$ cat config.mk
export PLATFORM = sky130hd
export DESIGN_NAME = cpu_sequencer
export DESIGN_NICKNAME = d
export VERILOG_FILES = /design/src/rtl/cpu_sequencer.sv
export SDC_FILE = /design/constraint.sdc
export NUM_CORES = 1
export LEC_CHECK = 0
export BUFFER_PORTS_ARGS = -buffer_cell sky130_fd_sc_hd__buf_2
export CORE_ASPECT_RATIO = 0.8
export CORE_MARGIN = 8
export CORE_UTILIZATION = 52
export CTS_BUF_LIST = sky130_fd_sc_hd__clkbuf_4 sky130_fd_sc_hd__clkbuf_8
export CTS_CLUSTER_DIAMETER = 60
export CTS_CLUSTER_SIZE = 20
export DETAILED_ROUTE_END_ITERATION = 6
export GPL_TIMING_DRIVEN = 0
export PLACE_DENSITY_LB_ADDON = 0.15
export SYNTH_ARGS = -nofsm -noshare
export SYNTH_HDL_FRONTEND = slang
export SYNTH_SLANG_ARGS = --single-unit
$ cat constraint.sdc
create_clock -name clk -period 1.8 [get_ports clk]
set_input_delay 0.27 -clock clk [delete_from_list [all_inputs] [get_ports clk]]
set_output_delay 0.27 -clock clk [all_outputs]
set_load 0.01 [all_outputs]
$ cat src/rtl/cpu_sequencer.sv
// Multi-cycle instruction sequencer for the 19-bit CPU: owns the PC, fetches over a
// req/ack handshake, decodes register/ALU fields and strobes rf_we once per ALU instruction.
module cpu_sequencer #(
    parameter int              PC_W     = 8,
    parameter logic [PC_W-1:0] RESET_PC = '0
) (
    input  logic            clk,
    input  logic            rst,
    input  logic            start,
    output logic            imem_req,
    output logic [PC_W-1:0] imem_addr,
    input  logic            imem_ack,
    input  logic [18:0]     imem_rdata,
    output logic [3:0]      rf_raddr1,
    output logic [3:0]      rf_raddr2,
    output logic [3:0]      rf_waddr,
    output logic            rf_we,
    output logic [2:0]      alu_op,
    output logic            busy,
    output logic            halted,
    output logic            illegal,
    output logic [15:0]     retired
);

    typedef enum logic [2:0] {
        S_IDLE,
        S_FETCH,
        S_DECODE,
        S_EXECUTE,
        S_WRITEBACK,
        S_HALT
    } state_t;

    state_t          state_q, state_d;
    logic [PC_W-1:0] pc_q, pc_d;
    logic [18:2]     ir_q, ir_d;
    logic [15:0]     retired_q, retired_d;
    logic [4:0]      opcode;
    logic            is_alu;
    logic            is_halt;
    logic            in_exec;
    logic            unused_rdata_bits;

    // ir[1:0] carries no information, so those bits are never captured.
    assign unused_rdata_bits = ^imem_rdata[1:0];

    assign opcode  = ir_q[18:14];
    assign is_alu  = (opcode[4:2] == 3'b000);
    assign is_halt = (opcode == 5'b11111);
    assign in_exec = (state_q == S_DECODE) || (state_q == S_EXECUTE) || (state_q == S_WRITEBACK);

    // NOTE: every variable gets a default before the case so no path leaves it unassigned (no latch).
    always_comb begin
        state_d   = state_q;
        pc_d      = pc_q;
        ir_d      = ir_q;
        retired_d = retired_q;
        case (state_q)
            S_IDLE: begin
                if (start) state_d = S_FETCH;
            end
            S_FETCH: begin
                if (imem_ack) begin
                    ir_d    = imem_rdata[18:2];
                    state_d = S_DECODE;
                end
            end
            S_DECODE: begin
                state_d = is_halt ? S_HALT : S_EXECUTE;
            end
            S_EXECUTE: begin
                state_d = S_WRITEBACK;
            end
            S_WRITEBACK: begin
                pc_d      = pc_q + PC_W'(1);
                retired_d = retired_q + 16'd1;
                state_d   = S_FETCH;
            end
            S_HALT: begin
                if (start) begin
                    pc_d    = RESET_PC;
                    state_d = S_FETCH;
                end
            end
            default: begin
                state_d = S_IDLE;
            end
        endcase
    end

    // NOTE: sequential state uses non-blocking assignments so all registers update together.
    always_ff @(posedge clk or posedge rst) begin
        if (rst) begin
            state_q   <= S_IDLE;
            pc_q      <= RESET_PC;
            ir_q      <= '0;
            retired_q <= '0;
        end else begin
            state_q   <= state_d;
            pc_q      <= pc_d;
            ir_q      <= ir_d;
            retired_q <= retired_d;
        end
    end

    // Outputs decode only from registered state, pc and ir; inputs never reach them directly.
    assign imem_req  = (state_q == S_FETCH);
    assign imem_addr = pc_q;
    assign rf_raddr1 = ir_q[9:6];
    assign rf_raddr2 = ir_q[5:2];
    assign rf_waddr  = ir_q[13:10];
    assign rf_we     = (state_q == S_WRITEBACK) && is_alu;
    assign illegal   = (state_q == S_WRITEBACK) && !is_alu;
    assign alu_op    = (in_exec && is_alu) ? {1'b0, opcode[1:0]} : 3'b000;
    assign busy      = (state_q == S_FETCH) || in_exec;
    assign halted    = (state_q == S_HALT);
    assign retired   = retired_q;

endmodule

Word level (Yosys, flattened, before mapping)
Index checks and enable logic that the tools add are counted.
{"block": "classes", "n_addsub": 2, "eq_ne": 9, "muxes": 7, "reduce_logical": 14}
{"op": "16-bit by 1-bit adder with 16-bit output, second input constant", "n": 1}
{"op": "8-bit case mux with 2 select lines", "n": 1}
{"op": "3-bit case mux with 5 select lines", "n": 1}
{"op": "3-bit two-way mux", "n": 3}
{"op": "8-bit by 1-bit adder with 8-bit output, second input constant", "n": 1}
{"op": "8-bit two-way mux", "n": 1}
{"op": "3-bit by 2-bit equality test with 1-bit output, second input constant", "n": 2}
{"op": "3-bit equality test, second input constant", "n": 2}
{"op": "3-bit logical NOT", "n": 2}
{"op": "2-bit AND reduction", "n": 3}
{"op": "5-bit equality test, second input constant", "n": 1}
{"op": "2-bit by 1-bit inequality test with 1-bit output, second input constant", "n": 2}
{"op": "3-bit by 1-bit equality test with 1-bit output, second input constant", "n": 1}
{"op": "1-bit logical AND", "n": 3}
{"op": "1-bit logical OR", "n": 3}
{"op": "2-bit two-way mux", "n": 1}
{"op": "2-bit inequality test, second input constant", "n": 1}
{"op": "2-bit nonzero test", "n": 1}
{"op": "2-bit OR reduction", "n": 1}
{"op": "1-bit logical NOT", "n": 1}
{"block": "word_totals", "reg_bits": 44, "in_bits": 23, "out_inout_bits": 44, "word_cells": 36}

Longest topological paths before layout
{"block": "depth", "depth_word": 5, "mapped_depth": 6, "ltp_nobuf": 5}

Least setup slack after synthesis
No wires, ideal clock.
{"block": "synth_timing", "path_type": "register to register", "from": "reg state_q[2]", "to": "reg ir_q[10] (netlist name)", "setup_time_ps": 125, "arrival_ps": 1646, "t_required_ps": 1675, "setup_slack_ps": 29, "path_stages_with_launch": 7, "path_cell_list": "dfrtp_1 > buf_4 > nor3b_1 > and2_1 > buf_4 > buf_6 > mux2_2"}
{"block": "synth_via", "elab_chain_cells": 2}
{"element": "start, declared", "line_no": "34", "rtl": "state_t state_q, state_d;"}
{"element": "start signal, assigned", "line_no": "99", "rtl": "state_q <= state_d;"}
{"element": "3-bit by 1-bit equality test with 1-bit output"}
{"element": "named net imem_req", "line_no": "10", "rtl": "output logic imem_req,"}
{"element": "2-bit AND reduction (no line)"}
{"element": "end signal, assigned", "line_no": "101", "rtl": "ir_q <= ir_d;"}
{"element": "end, declared", "line_no": "36", "rtl": "logic [18:2] ir_q, ir_d;"}
The timed path passes the listed nets, and every way through them passes these cells.
A chain may end at the register's enable or synchronous reset.

Final worst setup path
{"block": "layout_timing", "from": "reg state_q[0]", "to": "out alu_op[1]"}
{"block": "layout_via", "elab_chain_cells": 5}
{"element": "3-bit by 2-bit equality test with 1-bit output", "line_no": "50", "rtl": "assign in_exec = (state_q == S_DECODE) || (state_q == S_EXECUTE) || (state_q == S_WRITEBACK);"}
{"element": "1-bit logical OR", "line_no": "50"}
{"element": "1-bit logical OR *", "line_no": "50"}
{"element": "1-bit logical AND *", "line_no": "114", "rtl": "assign alu_op = (in_exec && is_alu) ? {1'b0, opcode[1:0]} : 3'b000;"}
{"element": "2-bit two-way mux *", "line_no": "114"}
{"element": "end, declared", "line_no": "18", "rtl": "output logic [2:0] alu_op,"}
Mark *: on every way between the ends. The rest lies on a longest branch, timed or not.

==> impl_metrics.toml <==
[floorplan]
boundaryPins = 67
dieArea_um2 = 6349
dieWidth_um = 87.11
initial_utilization_pct = 54.93
row_count = 20
core_um2 = 3829
die_y_um = 72.89

[power]
internal_power_mw = 2.639
p_sw_mw = 1.311
peakVddDrop_v = 0.0008217
power_density_nw_per_um2 = 1493
p_leak_nw = 1.335
seq_power_share_pct = 40.4
pwr-share-comb_pct = 40.9
p_clk_share_pct = 18.7
switching_share_pct = 33.18
p_total_mw = 3.949

[clock_network]
cts.sinks = 44
clockBufferDepth = 2
numCtsBuffers = 5
h-tree-depth = 2
clkTransAtPathRegs_ps = 80
cts-root-buf = "clkbuf_8"
clk_latency_ps = 280
cts_tree = "done"

[worst_setup_path]
cp-start-kind = "flop"
reg2reg_depth = 6
critPathRequiredTime_ps = 1530
reg2reg_to = "ir_q[5]"
worst_setup_path_end_kind = "output port"
path_max_fanout = 3
r2r_start = "state_q[1]"
critPathKind = "reg -> out"
crit_arrival_ps = 1510
reg2reg_slack_ps = 100

[sta]
rsz0062_at_grt = "true"
final_hold_viol_count = 0
clock.fmax_mhz = 563.2
fin_crit_ps = 1776
finalClockSkew_ps = 6.968
report.final.setup_viol = 0
fin_crit_sh_pct = 98.64
finalMaxSlewViolations = 0

[finish]
utilization_pct = 69.09
n_antenna_cell = 0
syn_to_final_growth_pct = 25.76
nFillCells = 309
layout_common_cells = "buf_2 (64), dfrtp_1 (43), buf_4 (18), xnor2_1 (18), mux2_2 (17)"
nets = 282
layout_commonest_cell = "buf_2"
final_area_um2 = 2645
fin_cells = 313
drive_gt1_share_pct = 46.51

[placement]
dp.cells = 303
gp_congestion = 0.7357
post_dp_cell_area_um2 = 2507
io_buffers = 63
place_hpwl_mm = 3.300

[worst_hold_path]
hold-path-endpoint = "ir_q[13]"
hold_start = "imem_rdata[13]"
hold_depth = 2
hp-class = "in -> reg"

[drt]
ant_nets = 0
routed_wl_mm = 4.369
drc = 0
drt_iter0_drc = 60
dr.pass1.iters = 4
via_per_inst = 4.946
vias = 1548
wl_per_cell_um = 13.96

[global_routing]
use_met1_pct = 17.14
grt_pass1_vias = 1553
grtUsageMet2_pct = 24.01
track_usage_pct = 14.28
grt_remaining_overflow = 0
grt_pass1_wl_mm = 7.238
grt_start_max_net_pins = 27
antenna_found_initial = 0
grt.met3_usage_pct = 4.837
gr-max-usage-layer = "met2"

[synthesis]
synth_area_um2 = 2103
syn_nets = 209
synth_mux_area_share_pct = 9.102
synth_top_family_by_area = "simple AND/OR/NAND/NOR gates"
avgSynthCellArea_um2 = 11.43
synth_compound_area_share_pct = 3.153
ys_seq_elements = 44
ys_types = 36
synth-simple-area-share_pct = 16.84
ys_warn_count = 0
postSynthCellCount = 184
synth-seq-area-share_pct = 52.35
synth_xor_area_share_pct = 9.102
synth_fa_ha_area_share_pct = 1.190

[job]
cap_violations = 0

[status]
status = "finished, final reports clean"
## critical path: stages, from the launching register on
cell	delay, ps
dfrtp_1	400
or3b_4	410
a21boi_2	160
and2_1	130
buf_2	120
## metal layers
layer	part of all wire (%)	routed length, um
met3	8.7	379
met2	48	2090
met1	43	1890
met4	0.21	9
met5	0	0
## synth_stat cells
master,n,area [um2]
buf_6,2,22.52
nor4_2,1,12.51
clkbuf_1,1,3.750
a21boi_0,1,7.510
dfrtp_1,44,1101
nor3_1,4,20.02
nand2b_1,3,18.77
xor2_1,2,17.52
nor2_1,13,48.80
mux2_2,17,191.4
nor2_4,1,11.26
and3_1,3,18.77
nor4_1,1,6.260
or3b_1,1,8.760
a22o_1,1,8.760
a31oi_1,1,6.260
nand2_1,12,45.04
and2_1,3,18.77
xnor2_1,18,157.7
nand4_1,6,37.54
a21oi_1,3,15.01
a31o_2,1,8.760
o32ai_1,1,8.760
nand3_1,10,50.05
conb_1,1,3.750
nor3b_1,1,7.510
ha_1,2,25.02
nor2b_1,3,18.77
inv_1,5,18.77
buf_4,16,120.1
xor2_2,1,16.27
and4_4,1,11.26
buf_2,1,5.000
o21ai_0,1,5.000
nor2_8,1,20.02
o22ai_1,1,6.260
## power by group through the flow
stage	combinational, mW	clock (mW)	sequential (mW)
after floorplan	1.08	0	1.61
after global placement	1.58	0	1.59
after detailed placement	1.62	0	1.61
after CTS	1.67	0.764	1.60
after global routing	1.78	0.810	1.65
final	1.61	0.739	1.60
## state kept, by name (all words and copies together) (netlist names)
name,count
imem_addr,8
ir_q,17
state_q,3
retired,16
## worst max path at each step
stage	end	from
2_1_floorplan	ir_q[10]	state_q[2]
3_3_place_gp	imem_addr[4]	rst
3_5_place_dp	alu_op[1]	state_q[1]
4_1_cts	alu_op[1]	state_q[2]
5_1_grt	alu_op[1]	state_q[0]
6_report	alu_op[1]	state_q[0]
## cells by family after synthesis
group / Yosys count
XOR/XNOR: 21
multiplexers: 17
AND/OR/NAND/NOR: 64
AO/OA/AOI/OAI: 10
other: 1
flip-flops: 44
adder cells (fa/ha/maj): 2
buffers and inverters: 25
## through the flow
| stage | hold WS, ps | setup WS (ps) | TNS [ps] |
|---|---|---|---|
| 2_1_floorplan | 378.7 | 29.07 | 0 |
| 3_3_place_gp | 456.1 | -79.89 | -3466 |
| 3_5_place_dp | 292.8 | -21.11 | -40.62 |
| 4_1_cts | 208.6 | -48.80 | -134.2 |
| 5_1_grt | 200.7 | -62.14 | -108.7 |
| 6_report | 216.2 | 24.46 | 0 |
## cell type report
type	count	area (um2)	area share (%)
well taps	55	68.82	2.602
flip-flops and latches	44	1102	41.67
repair buffers	69	375.4	14.19
inverters	5	18.77	0.7096
multi-input cells	115	843.3	31.88
plain buffers	17	125.1	4.730
clock buffers	6	76.32	2.886
clock inverters	2	35.03	1.325
## timing repair
item | in CTS | in global routing
setup buffers | 4 | 0
endpoints found under the hold margin | 18 | 0
hold buffers | 1 | 0
resized for setup | 5 | 1
setup endpoints to repair | 4 | 14
pin swaps | 4 | 2
Note: power is estimated with default switching activity, not from simulation.
